==> src/rtl/gigex_tx_arbiter.sv <==
// Gigex transmit front end: round-robin arbitration over NCH word producers,
// MSB-byte-first serialisation onto the Gigex byte bus with per-channel full stalls.
module gigex_tx_arbiter #(
   parameter int WORD_BYTES = 16,
   parameter int NCH        = 8,
   parameter int FULL_DELAY = 2
) (
   input  logic                        clk,
   input  logic                        rst_n,
   input  logic [7:0]                  channel_full,
   input  logic [NCH*WORD_BYTES*8-1:0] data,
   input  logic [NCH-1:0]              valid,
   output logic [NCH-1:0]              ready,
   output logic [7:0]                  byte_out,
   output logic                        byte_out_valid,
   output logic [2:0]                  channel,
   output logic                        dbg_state
);

   localparam int WW = WORD_BYTES * 8;
   localparam int CW = $clog2(WORD_BYTES);

   typedef enum logic {S_IDLE = 1'b0, S_BUSY = 1'b1} state_t;

   state_t                         r_state;
   logic [FULL_DELAY-1:0][NCH-1:0] r_full_pipe;
   logic [WW-1:0]                  r_latch;
   logic [CW-1:0]                  r_cnt;
   logic [2:0]                     r_channel;
   logic [2:0]                     r_last;

   logic [WW-1:0] w_words [8];
   logic [7:0]    w_full8;
   logic [7:0]    w_elig8;
   logic [7:0]    w_ready8;
   logic [3:0]    w_idx;
   logic [2:0]    w_sel;
   logic          w_found;
   logic          w_strobe;
   logic          w_last_byte;
   logic          w_arb_ok;
   logic          w_grant;

   for (genvar g = 0; g < 8; g++) begin : g_word
      if (g < NCH) begin : g_real
         assign w_words[g] = data[g*WW +: WW];
      end else begin : g_pad
         assign w_words[g] = '0;
      end
   end

   // Channels beyond NCH read as full and never eligible.
   always_comb begin
      w_full8 = '1;
      w_full8[NCH-1:0] = r_full_pipe[FULL_DELAY-1];
      w_elig8 = '0;
      w_elig8[NCH-1:0] = valid & ~r_full_pipe[FULL_DELAY-1];
   end

   always_comb begin
      w_found = 1'b0;
      w_sel   = r_last;
      w_idx   = '0;
      for (int k = 1; k <= NCH; k++) begin
         w_idx = {1'b0, r_last} + 4'(k);
         if (w_idx >= 4'(NCH)) w_idx = w_idx - 4'(NCH);
         if (!w_found && w_elig8[w_idx[2:0]]) begin
            w_found = 1'b1;
            w_sel   = w_idx[2:0];
         end
      end
   end

   // Handshake: word i transfers at a falling edge where valid[i] & ready[i];
   // ready is only offered in IDLE or on the strobed last byte of a word.
   assign w_strobe    = (r_state == S_BUSY) & ~w_full8[r_channel];
   assign w_last_byte = w_strobe & (r_cnt == '0);
   assign w_arb_ok    = (r_state == S_IDLE) | w_last_byte;
   assign w_grant     = w_arb_ok & w_found;
   assign w_ready8    = w_grant ? (8'd1 << w_sel) : 8'd0;

   assign ready          = w_ready8[NCH-1:0];
   assign byte_out       = (r_state == S_BUSY) ? r_latch[WW-1 -: 8] : 8'd0;
   assign byte_out_valid = w_strobe;
   assign channel        = r_channel;
   assign dbg_state      = (r_state == S_BUSY);

   always_ff @(negedge clk or negedge rst_n) begin
      if (!rst_n) begin
         r_full_pipe <= '1;
         r_state     <= S_IDLE;
         r_latch     <= '0;
         r_cnt       <= '0;
         r_channel   <= '0;
         r_last      <= 3'(NCH-1);
      end else begin
         r_full_pipe[0] <= channel_full[NCH-1:0];
         for (int s = 1; s < FULL_DELAY; s++) r_full_pipe[s] <= r_full_pipe[s-1];
         if (w_grant) begin
            r_state   <= S_BUSY;
            r_latch   <= w_words[w_sel];
            r_cnt     <= CW'(WORD_BYTES-1);
            r_channel <= w_sel;
            r_last    <= w_sel;
         end else if (w_last_byte) begin
            r_state <= S_IDLE;
         end else if (w_strobe) begin
            r_latch <= {r_latch[WW-9:0], 8'd0};
            r_cnt   <= r_cnt - CW'(1);
         end
      end
   end

endmodule
==> config.mk <==
export PLATFORM = sky130hd
export DESIGN_NAME = gigex_tx_arbiter
export DESIGN_NICKNAME = d
export VERILOG_FILES = /design/src/rtl/gigex_tx_arbiter.sv
export SDC_FILE = /design/constraint.sdc
export NUM_CORES = 1
export LEC_CHECK = 0
export ABC_AREA = 0
export CAP_MARGIN = 20
export CELL_PAD_IN_SITES_DETAIL_PLACEMENT = 0
export CELL_PAD_IN_SITES_GLOBAL_PLACEMENT = 1
export CORE_AREA = 2 2 412 414
export CTS_CLUSTER_SIZE = 24
export DETAILED_ROUTE_END_ITERATION = 10
export DIE_AREA = 0 0 414 416
export GPL_ROUTABILITY_DRIVEN = 1
export GPL_TIMING_DRIVEN = 0
export PLACE_DENSITY = 0.43
export REMOVE_ABC_BUFFERS = 1
export SYNTH_ARGS = -nofsm -noshare
export SYNTH_HDL_FRONTEND = slang
export SYNTH_SLANG_ARGS = --single-unit
==> constraint.sdc <==
create_clock -name clk -period 6.04 [get_ports clk]
set_input_delay 1.208 -clock clk [delete_from_list [all_inputs] [get_ports clk]]
set_output_delay 1.208 -clock clk [all_outputs]
set_load 0.005 [all_outputs]
After elaboration in Yosys (flattened, before gate mapping). Cells that the tools add are included.

Add/sub/neg operators: 17. Multiply operators: 0. Divide/modulo/power cells: 0. $lt $le $gt $ge: 18. Equal/unequal tests: 1. Shift-type cells: 1. Multiplexer cells: 55. Bitwise operators: 9. Reductions and logical operators: 18.

Operator list (number): $mux 128 (5); $bmux 128 s3 (1); $mux 3 (16); $ge 4x4->1 const B (9); $lt 3x4->1 const B (9); $bmux 1 s3 (9); $sub 3x1->3 const B (8); $mux 1 (19); $add 3x3->4 const B (4); $mux 8 (2); $mux 4 (3); $add 3x2->4 const B (2); $and 8x8->8 (1); $not 8->8 (1); $shl 1x3->8 const A (1); $logic_and 1x1->1 (7); $logic_not 1->1 (7); $add 3x1->4 const B (1); $add 3x4->4 const B (1); $logic_not 4->1 (1); $not 3->4 (1); $reduce_bool 2->1 (2); $sub 4x1->4 const B (1); $and 1x1->1 (3); 4 further kinds (5).

Register bits: 155. Latch bits: 0. RAM bits: 0. ROM bits: 0. Bits of input ports: 1042. Output and inout port bits: 21. Logic and storage cells: 126. Memories kept: 0.

Logic depth before layout (Yosys ltp).
Word-level depth: 32. Depth in mapped cells: 17. Gate-level depth less buffers: 11.

==> reports/results.tsv <==
metric	value	unit
maximum buffer depth of the clock tree	2	
post-route ant nets	0	
DP Wirelength	123000	µm
hold path depth	0	
number of warnings reported in the yosys synthesis log	0	
placed cell areas	29400	µm²
number of core rows	151	
number of nets in the layout	3976	
static leakage power	12.8	nW
total track usage	18.1	%
die boundary height	416	µm
crit-path max FO	8	
number of global-route vias before repair	21600	
FF-to-FF path depth	17	
Worst Max-Slew Pin Slew	0.999	ns
initial cell density of the core	9.07	%
GRT met2 Usage	31.4	%
Clock Skew	0.0723	ns
total via count in the routed design	20500	
setup repair after global routing missed its margin	true	
run status	finished, violations left	
average size of a mapped cell	8.42	µm²
Final setup viols	152	
largest net degree at the start of global routing	89	
violated checks	negative setup slack	
gr busiest metal	met2	
core area	168000	µm²
relative max-transition margin	33.1	%
post-synthesis cell count	1812	
Layout Cell Area excl Fill	32700	µm²
clock tree from TritonCTS	done	
capturing element of the worst setup path	ready[0]	
Setup crit start	r_last[0]	
filler instances	18900	
first-pass GRT wire length	208000	µm
cell taking the most area after synthesis	dfrtn_1	
largest cells by area after synthesis	dfrtn_1 22%, mux4_2 17%, nand2_1 14%	
nature of the critical path endpoint	primary output	
number of antenna violations at the first check in global routing	83	
die boundary width	414	µm
Reg-to-Reg End	r_latch[57]	
register-to-register setup slack	1.23	ns
hold buffers post-CTS	0	
number of buffers added by the clock tree synthesis step	17	
Post-Layout Cell Count	5176	
total of buffers placed on input and output ports	1062	
residual DRC count	0	
routed wire length	161000	µm
Reg2Reg Launch Point	r_last[0]	
router iterations before antenna repair	5	
Async S/R FF share, synth	100	%
proportion of synthesized chip area in sequential cells	25.6	%
Die Outline Area	172000	µm²
detailed-route vias per instance	3.97	
maximum resistive drop on vdd	583	µV
number of placed I/O pins	1063	
startpoint type of the worst setup path	register	
Iter 0 DRT Violations	1561	
pins over their slew limit	0	
area growth from synthesis to layout	114	%
endpoints failing hold	0	
path class of the lowest-slack min-delay path	register to register	
total power divided by cell area	920	nW/µm²
clock input transition at the sequential cells of the worst setup and hold paths	0.03	ns
Req. time, crit path	4.83	ns
GRT met3 Usage	4.48	%
residual overflow from global routing	0	
final critical-path setup slack	-2.06	ns
post-synthesis cell type count	58	
path type of the worst setup path	register to primary output	
TritonCTS Sinks	155	
number of max-capacitance violations reported	0	
routed wirelength normalized by instance count	31.1	µm
number of storage elements in the synthesis netlist	155	
fraction of layout cells with a size suffix above 1	16.0	%
clock latency of the later-clocked register in the worst-skew pair	0.53	ns
H-tree levels	4	
Syn Std Cell Area	15300	µm²
EDFF count, synth	0	
met1 track demand over resource in global routing	22.6	%
weighted congestion reported at the end of routability-driven placement	0.834	
area fraction of the dominant cell type after synthesis	22.3	%
clock root buffer master	clkbuf_16	
Critical Path AT	6.89	ns
most used flip-flop cell after synthesis	dfrtn_1	
Placed Cells	4969	
## sequential cells by signal (all words and copies together) (netlist names)
name and cells:
w_full8 8, r_last 3, r_cnt 4, dbg_state 1, channel 3, r_latch 128
r_full_pipe 8
## routing by layer
| metal | vias to the layer above | part of all wire (%) | wire length (µm) |
|---|---|---|---|
| li1 | 9087 | - | - |
| met1 | 10500 | 42 | 67700 |
| met2 | 747 | 50 | 80300 |
| met3 | 145 | 6.2 | 10100 |
| met4 | 60 | 1.5 | 2390 |
| met5 | - | 0.25 | 400 |
## critical path, cell delays in order, from the launching register on
cell and delay (ns):
dfstp_4 0.70, inv_12 0.05, ha_4 0.29, buf_12 0.12, buf_4 0.15, mux4_2 0.35
nor4_4 0.22, buf_4 0.17, buf_4 0.11, o311ai_2 0.08, buf_4 0.17, o21ai_4 0.08
buf_12 0.14, buf_16 0.11, buf_16 0.12, buf_4 0.11, buf_6 0.09, and3_4 0.18
buf_6 0.09
## synth_stat cells, types with 2 or more instances
| cell type | n |
|---|---|
| nand2_1 | 580 |
| a21oi_1 | 177 |
| clkbuf_1 | 137 |
| dfrtn_1 | 136 |
| mux2i_1 | 130 |
| mux4_2 | 118 |
| a32oi_1 | 83 |
| a31oi_1 | 53 |
| a22o_1 | 52 |
| nand3_1 | 39 |
| a221o_1 | 37 |
| o22ai_1 | 35 |
| a211o_1 | 32 |
| buf_2 | 28 |
| dfstp_2 | 19 |
| nor2_1 | 18 |
| nand2b_1 | 11 |
| a22oi_1 | 10 |
| and2_1 | 10 |
| buf_1 | 9 |
| inv_1 | 9 |
| o21ai_0 | 9 |
| nor2b_1 | 8 |
| nor3_1 | 7 |
| buf_4 | 6 |
| a21o_1 | 5 |
| buf_6 | 5 |
| mux2_2 | 5 |
| ha_1 | 4 |
| xnor2_1 | 3 |
| a2111oi_0 | 2 |
| a211oi_1 | 2 |
| and3_1 | 2 |
| and4b_1 | 2 |
| nand4_1 | 2 |
| nor4_1 | 2 |
| nor4bb_1 | 2 |
| o21a_1 | 2 |
| xnor2_2 | 2 |
## report_power, final
part / leakage, nW / switching [mW] / internal (mW)
Clock: 0.421 / 0.734 / 0.669
Combinational: 10.4 / 14.6 / 12.3
Sequential: 1.98 / 0.298 / 1.43
Total: 12.8 / 15.6 / 14.4
## kinds of logic after synthesis
family                   after synthesis  share of synthesized area (%)
XOR/XNOR                               7                          0.550
buffers and inverters                195                           5.44
multiplexers                         254                           26.4
flip-flops                           155                           25.6
AND/OR/NAND/NOR                      687                           18.2
adder cells (fa/ha/maj)                4                          0.328
AO/OA/AOI/OAI                        510                           23.5
## through the flow
stage	hold WS (ns)	setup WS (ns)	utilization [%]	power, mW	TNS, ns
global route	0.351	-2.25	19.4	31.9	-243.01
global placement	0.347	-36.23	16.6	10.2	-5153.53
CTS	0.342	-2.08	19.2	29.9	-221.16
detailed placement	0.348	-3.91	17.5	23.1	-408.83
finish	0.341	-2.06	19.4	30.0	-231.42
floorplan	0.345	-14.10	-	8.60	-1717.76
## cell usage in the layout, fill, tap and decap left out, types with 8 or more instances in the layout
master           count
dfrtn_1            136
bufbuf_16           17
a221o_1             37
nand3_1             37
a22oi_1              9
a211o_1             32
clkbuf_16           19
buf_12              39
dlygate4sd2_1        8
dfstp_2             16
buf_4               90
mux4_2             118
a22o_1              52
nor2_1              15
inv_1               26
a21oi_1            170
o22ai_1             29
a32oi_1             77
mux2i_2              8
a31oi_1             49
buf_16              38
diode_2             15
clkdlybuf4s50_1   1040
buf_6               15
nand2_1            576
mux2i_1            119
## worst min-delay path by stage
| stage | from | end | slack, ns |
|---|---|---|---|
| after global routing | r_full_pipe[1] | w_full8[1] | 0.35 |
| after CTS | r_full_pipe[1] | w_full8[1] | 0.34 |
| after detailed placement | r_full_pipe[4] | w_full8[4] | 0.35 |
| after floorplan | r_full_pipe[0] | w_full8[0] | 0.35 |
| after global placement | r_full_pipe[3] | w_full8[3] | 0.35 |
| final | r_full_pipe[1] | w_full8[1] | 0.34 |
## layout make-up
| class | instances | area (µm²) | share of cell area (%) |
|---|---|---|---|
| Antenna cell | 15 | 37.5 | 0.115 |
| Inverter | 9 | 46.3 | 0.142 |
| Tap cell | 2218 | 2780 | 8.50 |
| Clock buffer | 17 | 425 | 1.30 |
| Clock inverter | 34 | 300 | 0.919 |
| Timing Repair Buffer | 1264 | 13900 | 42.6 |
| Sequential cell | 155 | 3910 | 12.0 |
| Multi-Input combinational cell | 1464 | 11300 | 34.5 |
## what timing repair did
item	4_1_cts	5_1_grt
setup buffers	99	21
pin swaps	29	11
cloned	23	2
gates resized for setup	173	37
setup endpoints to repair	157	157
Note: power is estimated with default switching activity, not from simulation.
